File: src/rtl/serial_sub_pkg.sv
// Shared types and sizing helpers for the serial subtractor.
package serial_sub_pkg;

   // Controller states: waiting for start, or walking digits.
   typedef enum logic {
      IDLE = 1'b0,
      RUN  = 1'b1
   } state_t;

   // Number of digits processed per operation.
   function automatic int digit_count(input int width, input int digit);
      return width / digit;
   endfunction

   // Digit counter width, never narrower than one bit.
   function automatic int cnt_width(input int n);
      return (n > 1) ? $clog2(n) : 1;
   endfunction

endpackage

File: src/rtl/digit_subtractor.sv
// Combinational DIGIT-bit ripple of full-subtractor stages.
module digit_subtractor #(
   parameter int DIGIT = 4
) (
   input  logic [DIGIT-1:0] a,
   input  logic [DIGIT-1:0] b,
   input  logic             bin,
   output logic [DIGIT-1:0] diff,
   output logic             bout
);

   logic br;

   // Ripple the borrow from the least significant stage upward.
   always_comb begin
      diff = '0;
      br   = bin;
      for (int unsigned i = 0; i < DIGIT; i++) begin
         diff[i] = a[i] ^ b[i] ^ br;
         br      = (~a[i] & b[i]) | (~(a[i] ^ b[i]) & br);
      end
      bout = br;
   end

endmodule

File: src/rtl/serial_subtractor.sv
// Multi-cycle subtractor: a - b - bin over WIDTH bits, DIGIT bits per
// clock, LSB digit first, borrow registered between digits.
// Optional signed-overflow flag built when SERIAL_SUB_OVF_EN is defined;
// otherwise ovf is tied to 0.
module serial_subtractor
   import serial_sub_pkg::*;
#(
   parameter int WIDTH = 16,
   parameter int DIGIT = 4
) (
   input  logic             clk,
   input  logic             rst,
   input  logic             start,
   input  logic [WIDTH-1:0] a,
   input  logic [WIDTH-1:0] b,
   input  logic             bin,
   output logic             busy,
   output logic             done,
   output logic [WIDTH-1:0] diff,
   output logic             borrow,
   output logic             ovf
);

   localparam int N  = digit_count(WIDTH, DIGIT);
   localparam int CW = cnt_width(N);
   localparam logic [CW-1:0] LAST = CW'(N - 1);

   if ((DIGIT < 1) || ((WIDTH % DIGIT) != 0)) begin : g_bad_digit
      $error("serial_subtractor: WIDTH must be a positive multiple of DIGIT");
   end

   state_t           state;
   logic [CW-1:0]    cnt;
   logic [WIDTH-1:0] a_sh;
   logic [WIDTH-1:0] b_sh;
   logic [WIDTH-1:0] work;
   logic [WIDTH-1:0] work_next;
   logic             borrow_reg;
   logic [DIGIT-1:0] d_digit;
   logic             d_borrow;

`ifdef SERIAL_SUB_OVF_EN
   logic a_msb;
   logic b_msb;
`endif

   digit_subtractor #(
      .DIGIT (DIGIT)
   ) u_digit (
      .a    (a_sh[DIGIT-1:0]),
      .b    (b_sh[DIGIT-1:0]),
      .bin  (borrow_reg),
      .diff (d_digit),
      .bout (d_borrow)
   );

   // New digit enters at the top; after N shifts digit 0 sits at the bottom.
   // Written as shift/or so DIGIT == WIDTH needs no special-case slice.
   assign work_next = (work >> DIGIT) | (WIDTH'(d_digit) << (WIDTH - DIGIT));

   // Controller, operand shifters and registered result outputs.
   always_ff @(posedge clk) begin
      if (rst) begin
         state      <= IDLE;
         cnt        <= '0;
         a_sh       <= '0;
         b_sh       <= '0;
         work       <= '0;
         borrow_reg <= 1'b0;
         busy       <= 1'b0;
         done       <= 1'b0;
         diff       <= '0;
         borrow     <= 1'b0;
`ifdef SERIAL_SUB_OVF_EN
         a_msb      <= 1'b0;
         b_msb      <= 1'b0;
         ovf        <= 1'b0;
`endif
      end else begin
         done <= 1'b0;
         case (state)
            IDLE: begin
               if (start) begin
                  a_sh       <= a;
                  b_sh       <= b;
                  borrow_reg <= bin;
                  cnt        <= '0;
                  busy       <= 1'b1;
                  state      <= RUN;
`ifdef SERIAL_SUB_OVF_EN
                  a_msb      <= a[WIDTH-1];
                  b_msb      <= b[WIDTH-1];
`endif
               end
            end
            RUN: begin
               a_sh       <= a_sh >> DIGIT;
               b_sh       <= b_sh >> DIGIT;
               borrow_reg <= d_borrow;
               work       <= work_next;
               if (cnt == LAST) begin
                  cnt    <= '0;
                  diff   <= work_next;
                  borrow <= d_borrow;
                  done   <= 1'b1;
                  busy   <= 1'b0;
                  state  <= IDLE;
`ifdef SERIAL_SUB_OVF_EN
                  ovf    <= (a_msb != b_msb) && (work_next[WIDTH-1] != a_msb);
`endif
               end else begin
                  cnt <= cnt + CW'(1);
               end
            end
            default: state <= IDLE;
         endcase
      end
   end

`ifndef SERIAL_SUB_OVF_EN
   assign ovf = 1'b0;
`endif

endmodule

File: config.mk
export PLATFORM = sky130hd
export DESIGN_NAME = serial_subtractor
export DESIGN_NICKNAME = d
export VERILOG_FILES = /design/src/rtl/serial_sub_pkg.sv /design/src/rtl/digit_subtractor.sv /design/src/rtl/serial_subtractor.sv
export SDC_FILE = /design/constraint.sdc
export NUM_CORES = 1
export LEC_CHECK = 0
export ABC_AREA = 1
export CAP_MARGIN = 20
export CELL_PAD_IN_SITES_DETAIL_PLACEMENT = 1
export CELL_PAD_IN_SITES_GLOBAL_PLACEMENT = 1
export CORE_UTILIZATION = 38
export CTS_BUF_LIST = sky130_fd_sc_hd__clkbuf_4
export DETAILED_ROUTE_END_ITERATION = 8
export PLACE_DENSITY = 0.85
export SYNTH_ARGS = -nofsm -noshare
export SYNTH_HDL_FRONTEND = slang
export SYNTH_HIERARCHICAL = 1
export SYNTH_SLANG_ARGS = --single-unit
File: constraint.sdc
create_clock -name clk -period 2.45 [get_ports clk]
set_input_delay 0.49 -clock clk [delete_from_list [all_inputs] [get_ports clk]]
set_output_delay 0.49 -clock clk [all_outputs]
set_load 0.02 [all_outputs]
-- Word-level counts from Yosys, hierarchy flattened
Index checks and enable logic that the tools add are counted.
- flip-flop bits (word level): 71
- latch bits: 0
- memory bits (writable): 0
- bits in read-only memories: 0
- bits of input ports: 36
- output and inout port bits: 20
- logic and storage cells: 63
- memories: 0
- add/subtract/negate cells: 1
- $mul: 0
- divide/modulo/power cells: 0
- magnitude comparators: 0
- equal/unequal tests: 3
- shift-type cells: 0
- multiplexer cells: 16
- bitwise logic cells: 30
- reductions and logical operators: 3
- operator list (kind ; number):
    one-hot mux 16 bit (2 select lines) ; 2
    2-to-1 mux 16 bit ; 2
    OR 12 x 16 -> 16 bit ; 1
    inverter 1 bit ; 9
    AND 1 bit ; 8
    XOR 1 bit ; 8
    2-to-1 mux 1 bit ; 6
    one-hot mux 1 bit (2 select lines) ; 3
    2-to-1 mux 2 bit ; 2
    OR 1 bit ; 4
    one-hot mux 2 bit (2 select lines) ; 1
    AND reduction 2 bit ; 2
    adder 2 x 1 -> 2 bit (second input constant) ; 1
    equality test 2 bit (second input constant) ; 1
    != test 2 x 1 -> 1 bit (second input constant) ; 1
    != test 2 bit (second input constant) ; 1
    OR reduction 2 bit ; 1

-- Longest topological paths before layout
- depth in word-level cells: 11
- depth in mapped cells: 12
- mapped depth without buffers: 12

-- Cells and area by module
Netlist, hierarchy kept.
- modules (own cells, without submodules) (module ; times used ; cells an instance ; area an instance (um^2) ; sequential area each (um^2)):
    serial_subtractor ; 1 ; 374 ; 2716.4 ; 1341.3
    digit_subtractor ; 1 ; 14 ; 117.6 ; 0.0

-- Worst setup path before layout
Ideal clock, no wire load.
- kind: reg-to-reg
- start: register b_sh[0]
- end: register work[15]
- library setup time: 0.119 ns
- data arrival time: 1.944 ns
- data required time: 2.331 ns
- setup slack: 0.387 ns
- stages on the path, launching flop included: 10
- buffers on the path: 0
- clock period less this slack: 2.063 ns
- cell sequence: dfxtp_1 > inv_1 > fa_1 > inv_1 > fa_1 > fa_1 > inv_1 > fa_1 > o21ai_0 > a21oi_1
- longest elaborated chain between the ends: 10
- elaborated cells between the ends (all ways): 11
- those cells by class: bitwise: 11
- ends and longest elaborated chain (item ; line ; RTL):
    start: declaration ; serial_subtractor.sv:35 ; logic [WIDTH-1:0] b_sh;
    start signal: assignment ; serial_subtractor.sv:98 ; b_sh <= b_sh >> DIGIT;
    XOR 1 bit ; digit_subtractor.sv:20 ; br = (~a[i] & b[i]) | (~(a[i] ^ b[i]) & br);
    inverter 1 bit ; digit_subtractor.sv:20 ;
    AND 1 bit ; digit_subtractor.sv:20 ;
    OR 1 bit * ; digit_subtractor.sv:20 ;
    AND 1 bit * ; digit_subtractor.sv:20 ;
    OR 1 bit * ; digit_subtractor.sv:20 ;
    AND 1 bit * ; digit_subtractor.sv:20 ;
    OR 1 bit * ; digit_subtractor.sv:20 ;
    XOR 1 bit * ; digit_subtractor.sv:19 ; diff[i] = a[i] ^ b[i] ^ br;
    via d_digit[3] ; serial_subtractor.sv:39 ; logic [DIGIT-1:0] d_digit;
    OR 12 x 16 -> 16 bit * ; serial_subtractor.sv:59 ; assign work_next = (work >> DIGIT) | (WIDTH'(d_digit) << (WIDTH - DIGIT));
    end signal: assignment ; serial_subtractor.sv:100 ; work <= work_next;
    end: declaration ; serial_subtractor.sv:36 ; logic [WIDTH-1:0] work;
Mark *: on every way through the listed nets, which the timed path passes. The rest lies on a longest branch.
A chain may end at the register's enable or synchronous reset.

-- Worst setup path in the final report
Ends and elaborated chain as after synthesis.

==> summary.md <==
| Metric | Value |
|---|---|
| Syn Nets | `430` |
| Die W | `between 80 and 90 um` |
| Maximum number of pins on one net before global-route repair | `39` |
| Fin Hold WS | `roughly 0.47 ns` |
| Synth Instances | `about 390` |
| Worst VDD drop | `0.2143 mV` |
| Critical Path Slowest Stage Cell | `fa_1` |
| Diode count | `0` |
| Crit share post-route | `0.9088` |
| Unrepaired setup endpoints after global routing | `false` |
| First-pass GRT wire length | `roughly 12000 um` |
| Status | `finished clean` |
| Fin area | `between 3000 and 4000 um^2` |
| Final min period | `~2.2 ns` |
| Hold/Removal Path Class | `register to register` |
| Register share of total power | `0.545` |
| Antenna violations before repair | `0` |
| Initial Utilization | `0.3928` |
| # port buffers | `54` |
| Post-synth top cells | `118 x nand2_1, 67 x dfxtp_1, 50 x nand3_1, 37 x inv_1, 37 x nor2_1` |
| Count leader, synth | `nand2_1` |
| Placer Congestion | `0.7461` |
| Skew final | `between 0.01 and 0.015 ns` |
| Max Slew Vio Count | `0` |
| Final Instance Count excl. Fillers | `around 540` |
| Asr flop ratio synth | `0` |
| Max_slew headroom | `0.5739` |
| DRC viols | `0` |
| Fmax | `around 450 MHz` |
| Cell mode on critical path | `fa_1` |
| Root Driver | `clkbuf_4` |
| Comb power frac | `0.133` |
| Cell taking the most area after synthesis | `dfxtp_1` |
| Final Routed Wirelength | `between 6000 and 7000 um` |
| Worst slack at placement | `approximately 0.24 ns` |
| Setup tns final | `0 ns` |
| Worst EP arrival | `around 2.5 ns` |
| Area contributors post-synth | `dfxtp_1 47%, nand2_1 16%, nand3_1 8.8%` |
| Leak Pwr | `1.567 nW` |
| Post_cts resized | `0` |
| Antenna viol nets, final | `0` |
| Clock Latency Late Sink | `around 0.4 ns` |
| Switching fraction of total power | `0.2707` |
| CTS hold repair buffers | `0` |
| Setup Buffers After CTS | `0` |
| Via count | `~2.6k` |
| Synthesized area | `about 2800 um^2` |
| WL/cell | `12.44 um` |
| Total number of yosys warnings | `6` |
| Filler cells | `927` |
| Core area | `slightly above 7000 um^2` |
| Clock sinks | `between 60 and 70` |
| Final worst slack | `approximately 0.22 ns` |
| Vias in the first global route | `about 2.6k` |
| CTS tree | `built` |
| #FFs+latches synth | `67` |
| Starting DRT DRC Count | `64` |
| Post-Syn Area per Cell | `about 7.3 um^2` |
| CP cell instances | `inv_1 -> fa_1 -> inv_1 -> fa_1 -> fa_1 -> inv_1 -> fa_1 -> o21ai_0 -> a21oi_1` |
| Post-DP Area | `~3400 um^2` |
| Int Power | `0.001562 W` |
| GRT overflow | `0` |
| DRT Pass-1 Iters | `4` |
| Clock transition at the registers of the reported paths | `roughly 0.10 ns` |
| Detailed-placement wirelength estimate | `4708 um` |
| Clock share of power | `0.322` |
| H-tree depth reported by CTS | `3` |
| CTS Buf Count | `9` |
| Top-area cell type share of the netlist area | `0.4733` |
| Largest regs | `a_sh: 16 flops, b_sh: 16 flops, diff: 16 flops` |
| Post-synth cell types | `21` |
| CP Launch Type | `register` |
| CP required | `2.72 ns` |
| Sequential area share after synthesis | `0.4733` |
| MaxCap Viol Count | `0` |
| Sw power | `~0.00058 W` |
| Ys flop type | `dfxtp_1` |
| Layout Area Growth over Synthesis | `24.33%` |
| Sequential cell area | `between 1000 and 1500 um^2` |
| GR Util All Layers | `0.1947` |
| Worst path max stage delay | `0.42 ns` |
| Critical path buffers and inverters | `3` |
| Placed cell count | `~520` |
| Pin slew with the least headroom to its limit | `0.6382 ns` |
| Crit-path leading delay family | `adder cells` |
| Multi-input logic area | `between 1000 and 1500 um^2` |
| I/O pin total | `56` |
| Layout net count | `476` |
| Row Count | `31` |
| Die area | `7807 um^2` |
| Worst-path fanout max | `2` |
| Vias per cell | `between 4 and 5` |
| Critical path class | `register to register` |
| Die height | `~90 um` |
| EDFF count, synth | `0` |
| Clock buffer depth | `2` |
| Layout cell share with drive strength beyond 1 | `0.05479` |
| Final hold viol count | `0` |
| Power per cell area | `607.7 nW/um^2` |
| CP Capture Type | `register` |
| Setup Viol. Count Final | `0` |
-- layout make-up --
cell class | instances | area share
Timing Repair Buffer | 60 | 0.1697
Sequential cell | 67 | 0.3807
Inverter | 40 | 0.04261
Clock inverter | 6 | 0.01634
Multi-Input combinational cell | 256 | 0.3363
Clock buffer | 9 | 0.01918
Tap cell | 99 | 0.03516
-- worst paths after layout --
path                            slack, ns        to  depth (start not counted)  startpoint
worst max register to register       0.22  work[15]                          9     b_sh[0]
worst max-delay path                 0.22  work[15]                          9     b_sh[0]
worst min-delay path                 0.47  b_sh[12]                          2    b_sh[12]
worst min register to register       0.47  b_sh[12]                          2    b_sh[12]
-- worst register-to-register path: cells and delay by family, from the launching register on --
kind	cells	cell delay [ns]
flip-flops	1	0.33
adder cells (fa/ha/maj)	4	1.34
AO/OA/AOI/OAI	2	0.23
buffers and inverters	3	0.20
-- cell usage in the layout, fill, tap and decap left out, drive strengths merged --
| master | instances |
|---|---|
| nand2 | 119 |
| inv | 40 |
| dfxtp | 67 |
| a21oi | 22 |
| clkbuf | 9 |
| nor2 | 38 |
| o21ai | 18 |
| conb | 1 |
| a211oi | 1 |
| clkdlybuf4s50 | 54 |
| clkinvlp | 2 |
| buf | 6 |
| clkinv | 3 |
| nand3 | 50 |
| ha | 2 |
| nor3 | 1 |
| bufinv | 1 |
| fa | 4 |
-- layer usage --
metal	global-route usage	part of all wire
met5	0	0
met4	0.07771	0.022
met3	0.04478	0.024
met2	0.3685	0.54
met1	0.2074	0.42
-- logic make-up (layout without fill, tap and decap cells) --
logic type | count (synthesis) | count (layout) | synth area share
fa+ha+maj | 6 | 6 | 0.03709
compound gates | 41 | 41 | 0.07329
buf+inv | 65 | 115 | 0.1086
simple gates | 208 | 208 | 0.3064
other cells | 1 | 1 | 0.001323
flops | 67 | 67 | 0.4733
-- power groups by stage --
stage | clock network (W) | registers, W | logic, W
after floorplan | 0 | 0.00119 | 0.000188
after global placement | 0 | 0.00119 | 0.000275
after detailed placement | 0 | 0.00119 | 0.000287
after CTS | 0.000711 | 0.00117 | 0.000289
after global routing | 0.000757 | 0.00117 | 0.000326
final | 0.000689 | 0.00117 | 0.000285
-- stage by stage --
stage	total power, W	util
after floorplan	0.001373	-
after global placement	0.001466	0.4710
after detailed placement	0.001480	0.4710
after CTS	0.002168	0.4884
after global routing	0.002257	0.4884
final	0.002141	0.4884
Power figures use the tool's default switching activity.
==> RTL edit 1: new RTL, config.mk and constraints unchanged <==
The option `SERIAL_SUB_OVF_EN` is turned on by a define.
--- a/src/rtl/serial_subtractor.sv
+++ b/src/rtl/serial_subtractor.sv
@@ -3,4 +3,6 @@
 // Optional signed-overflow flag built when SERIAL_SUB_OVF_EN is defined;
 // otherwise ovf is tied to 0.
+`define SERIAL_SUB_OVF_EN
+
 module serial_subtractor
    import serial_sub_pkg::*;
Behaviour: not the same (Yosys sat finds a counterexample within 10 cycles, from zero or initial values and one cycle with rst high).
==> RTL edit 1 against the unedited design <==
Wire length grew 8.3%. Sequential cell count grew 3. Cell area rose by 3.8%. Power up 1.8%. First-iteration DRC count up 45%. Non-clock buffer count up 5. Critical path depth is 3 higher. Critical path type unchanged. Die area rose by 3.0%. Worst setup slack lost 0.026 ns. Area after synthesis up 3.0%.
==> RTL edit 1: results (changes against the unedited design) <==
Outcome
Run status: finished clean (unchanged).

Hold path
The type of the most critical hold path is reg -> reg (unchanged). The hold path depth is 2 (unchanged).

Global route
The number of global-route vias before repair is 2662 (was 2643). The wire length of the first global-routing pass is 12.1 mm (was 11.5 mm). The largest net degree at the start of global routing is 31 (was 39).

The global routing usage summed across all routing layers is 20.0% (was 19.5%). The number of antenna violations at the first check in global routing is 0 (unchanged).

Power
The maximum vdd drop was 0.000278 V (was 0.000214 V). The leakage power summed over all cells is 1.64 nW (was 1.57 nW).

Finish
The non-filler instance count after layout is 555 (was 537). The fill cell total of the finished layout came to 918 (was 927). The total number of nets in the final design is 493 (was 476). Largest registers ranked by flip-flop count: a_sh: 16 flops, b_sh: 16 flops, diff: 16 flops (unchanged). The antenna diode count was 0 (unchanged). The share of final-layout standard cells stronger than drive strength 1 was 8.11% (was 5.48%).

CTS
The worst-case clock buffer depth came to 2 (unchanged). The post-CTS setup repair buffer count was 0 (unchanged). The depth of the CTS H-tree is 3 (unchanged). The post-CTS clock slew at the launch and capture registers of the worst setup and hold paths is 0.12 ns (was 0.10 ns).

The number of buffers inserted during clock tree synthesis was 9 (unchanged). The clock root buffer is clkbuf_4 (unchanged). The clock latency at the later pin of the worst-skew pair is 0.41 ns. The number of gates resized after cts is 0 (unchanged).

STA
The transition time at the pin with the least slew margin is 0.303 ns (was 0.638 ns). The setup clock skew after layout came to 0.0164 ns (was 0.0125 ns).

Routing
The remaining number of nets flagged by the antenna check after routing came to 0 (unchanged). The number of search-and-repair iterations in the first detailed-routing pass is 4 (unchanged). The wire length per cell after detailed routing was 13.0 µm (was 12.4 µm). The number of vias per cell was 4.81 (about the same). The initial DRC count came to 93 (was 64).

Yosys
The mean instance size in the synthesized netlist is 7.34 µm² (was 7.30 µm²). The count of distinct cell types in the synthesized netlist is 23 (was 21). The synthesized net count is 440 (was 430). The yosys synthesis warning count was 6 (unchanged). Commonest cells in the synthesized netlist: 121 x nand2_1, 70 x dfxtp_1, 51 x nand3_1, 41 x inv_1, 30 x nor2_1 (was 118 x nand2_1, 67 x dfxtp_1, 50 x nand3_1, 37 x inv_1, 37 x nor2_1).

Main area contributors after synthesis: dfxtp_1 48%, nand2_1 16%, nand3_1 8.7% (was dfxtp_1 47%, nand2_1 16%, nand3_1 8.8%). The async set-reset flop share out of synthesis came to 0% (unchanged). The fraction of the yosys area taken by sequential cells is 48.0% (was 47.3%).

Worst setup path
The critical path arrival is 2.61 ns (was 2.50 ns). The length in cells of the worst reg-to-reg path came to 12 (was 9). The maximum net fanout on the critical path was 4 (was 2).

Place
The final weighted congestion in routability-driven placement is 0.810 (was 0.746). The count of buffers inserted at the top-level ports is 55 (was 54). The count of placed standard cells including taps is 539 (was 522). The worst setup timing slack at the placement stage came to 0.167 ns (was 0.239 ns). The post-placement cell area is 3530 µm² (was 3400 µm²). The half-perimeter wire length of the detailed placement result is 5.36 mm (was 4.71 mm).
[RTL edit 1: where the power goes]
group / switching [W] / leakage (nW) / internal [W]
registers: 0.0000340 / 0.572 / 0.00119
logic: 0.000172 / 0.996 / 0.000138
clock network: 0.000411 / 0.0708 / 0.000234
total: 0.000616 / 1.64 / 0.00156
[RTL edit 1: worst paths after layout]
check                             start       to  slack (ns)
worst max register to register  b_sh[0]      ovf        0.20
worst min register to register  diff[0]  diff[0]        0.47
worst max-delay path            b_sh[0]      ovf        0.20
worst min-delay path            diff[0]  diff[0]        0.47
[RTL edit 1: logic make-up (layout without fill, tap and decap cells)]
kind of cell	count (synthesis)	count (layout)	share of synthesized area [%]
simple gates	208	208	29.8
fa+ha+maj	6	6	3.60
flops	70	70	48.0
buf+inv	68	126	10.5
compound gates	46	46	8.14
[RTL edit 1: worst max-delay path, cell delays in order (launching register included)]
cell,delay [ns]
dfxtp_1,0.33
inv_1,0.08
fa_1,0.17
inv_1,0.05
fa_1,0.38
fa_2,0.35
inv_2,0.07
fa_1,0.45
nor2_1,0.12
nand2_1,0.06
nand2_1,0.06
nand2_1,0.05
nand2_1,0.05
[RTL edit 1: per-layer routing]
metal | share of wire, % | global-route usage, % | vias to the layer above | wire [µm]
met3 | 3.0 | 4.75 | 10 | 215
met5 | 0 | 0 | - | 0
li1 | - | - | 1345 | -
met2 | 51 | 35.5 | 45 | 3720
met1 | 44 | 23.1 | 1267 | 3180
met4 | 1.7 | 8.08 | 0 | 122
[RTL edit 1: through the flow]
stage          hold WS [ns]  utilization (%)  total power [W]
4_1_cts               0.473             49.8          0.00221
5_1_grt               0.495             49.9          0.00230
6_report              0.467             49.9          0.00218
3_3_place_gp          0.446             48.2          0.00154
3_5_place_dp          0.454             48.2          0.00156
2_1_floorplan         0.429                -          0.00144
[RTL edit 1: final cells by class]
| cell class | instances | area share, % |
|---|---|---|
| timing repair buffer | 65 | 17.1 |
| multi-input combinational | 260 | 33.2 |
| clock buffer | 11 | 2.26 |
| tap | 99 | 3.39 |
| clock inverter | 5 | 0.992 |
| sequential | 70 | 38.4 |
| inverter | 45 | 4.69 |
==> RTL edit 2: new RTL, config.mk and constraints unchanged <==
Without the edit above. Register the output `borrow` once more, cleared by the reset; this adds one clock of latency there. The other outputs are not delayed to match. Comments in the files are not updated.
--- a/src/rtl/serial_subtractor.sv
+++ b/src/rtl/serial_subtractor.sv
@@ -25,4 +25,6 @@
    localparam int CW = cnt_width(N);
    localparam logic [CW-1:0] LAST = CW'(N - 1);
+
+   logic borrow_s0;
 
    if ((DIGIT < 1) || ((WIDTH % DIGIT) != 0)) begin : g_bad_digit
@@ -71,5 +73,5 @@
          done       <= 1'b0;
          diff       <= '0;
-         borrow     <= 1'b0;
+         borrow_s0  <= 1'b0;
 `ifdef SERIAL_SUB_OVF_EN
          a_msb      <= 1'b0;
@@ -102,5 +104,5 @@
                   cnt    <= '0;
                   diff   <= work_next;
-                  borrow <= d_borrow;
+                  borrow_s0 <= d_borrow;
                   done   <= 1'b1;
                   busy   <= 1'b0;
@@ -122,4 +124,12 @@
 `endif
 
+   always_ff @(posedge clk) begin
+      if (rst) begin
+         borrow <= '0;
+      end else begin
+         borrow <= borrow_s0;
+      end
+   end
+
 endmodule
 
Behaviour: not the same (Yosys sat finds a counterexample within 10 cycles, from zero or initial values and one cycle with rst high).
==> RTL edit 2 against the unedited design <==
Cell area grew 0.67%. Non-clock buffer count shrank 2. Synthesized cell count grew 0.52%. Sequential cell count grew 1. Count of clock-buffer cells in the layout is the same. Area after synthesis grew 2.4%. Wire length shrank 0.40%. Worst setup slack gained 0.0094 ns. Power shrank 2.5%. Highest routed layer unchanged.
==> RTL edit 2: results (changes against the unedited design) <==
Yosys
The fraction of the yosys area taken by sequential cells is 46.9% (was 47.3%). The register bit total from synthesis was 68 (was 67). Main area contributors after synthesis: dfxtp_1 47%, nand2_1 15%, nand3_1 7.4% (was dfxtp_1 47%, nand2_1 16%, nand3_1 8.8%). Commonest cells in the synthesized netlist: 117 x nand2_1, 68 x dfxtp_1, 43 x nand3_1, 37 x inv_1, 37 x nor2_1 (was 118 x nand2_1, 67 x dfxtp_1, 50 x nand3_1, 37 x inv_1, 37 x nor2_1). The mean instance size in the synthesized netlist is 7.44 µm² (was 7.30 µm²).

Place
The post-placement cell area is 3440 µm² (was 3400 µm²). The final weighted congestion in routability-driven placement came to 0.733 (was 0.746). The half-perimeter wire length of the detailed placement result was 4.58 mm (was 4.71 mm). The worst setup timing slack at the placement stage is 0.247 ns (was 0.239 ns).

Finish
The count of inverters other than clock inverters in the layout is 41 (was 40). The portion of the layout cell area used by clock cells is 3.07% (was 3.55%). The share of final-layout standard cells stronger than drive strength 1 is 7.53% (was 5.48%). The count of plain and timing-repair buffers in the layout was 58 (was 60).

The fill cell total of the finished layout is 951 (was 927). The total area of sequential cells is 1360 µm² (was 1340 µm²). The multi-input combinational cell area is 1230 µm² (was 1180 µm²).

The buffering overhead was 16.1% (was 17.0%).

Power
The internal power component is 0.00148 W (was 0.00156 W). The maximum vdd drop is 0.000204 V (was 0.000214 V). The power of the clock network is 0.000617 W (was 0.000689 W).

Floorplanning
The width of the die came to 89.4 µm (was 88.4 µm).

STA
The worst slew margin relative to its limit came to 51.2% (was 57.4%). The setup clock skew after layout is 0.0121 ns (was 0.0125 ns). The worst hold slack is 0.448 ns (was 0.474 ns).

Routing
The length of routed wiring on met1 is 2.92 mm (was 2.80 mm). The total detailed-routing wirelength came to 6.65 mm (was 6.68 mm).

Global route
The largest net degree at the start of global routing is 43 (was 39).

Hold path
The endpoint of the worst hold path is borrow (was b_sh[12]).

Outcome
Run status: finished clean (unchanged).

CTS
The post-CTS clock slew at the launch and capture registers of the worst setup and hold paths is 0.12 ns (was 0.10 ns).

Worst setup path
The destination of the worst register-to-register timing path was diff[15] (was work[15]). The critical path arrival is 2.54 ns (was 2.50 ns).
-- RTL edit 2: worst max path at each step --
stage,from,endpoint,slack [ns],cells after the start
floorplan,b_sh[0],diff[15],0.39,9
global placement,b_sh[0],work[15],0.33,9
detailed placement,a_sh[0],work[15],0.25,8
CTS,b_sh[0],work[15],0.22,9
global route,b_sh[0],diff[15],0.08,9
finish,b_sh[0],diff[15],0.23,9
-- RTL edit 2: logic make-up after synthesis --
kind of cell             synth area share (%)
AO/OA/AOI/OAI                            7.16
adder cells (fa/ha/maj)                  3.62
buffers and inverters                    10.9
flip-flops                               46.9
other                                   0.129
AND/OR/NAND/NOR                          31.3
-- RTL edit 2: tightest hold or removal path: stages (launching register included) --
cell	delay, ns
dfxtp_1	0.32
nand2_1	0.06
inv_1	0.05
-- RTL edit 2: layer usage --
layer  vias to the layer above  track usage (%)
met5                         -                0
met4                         0             8.95
met3                         9             3.42
met2                        55             32.6
met1                      1170             21.3
li1                       1295                -
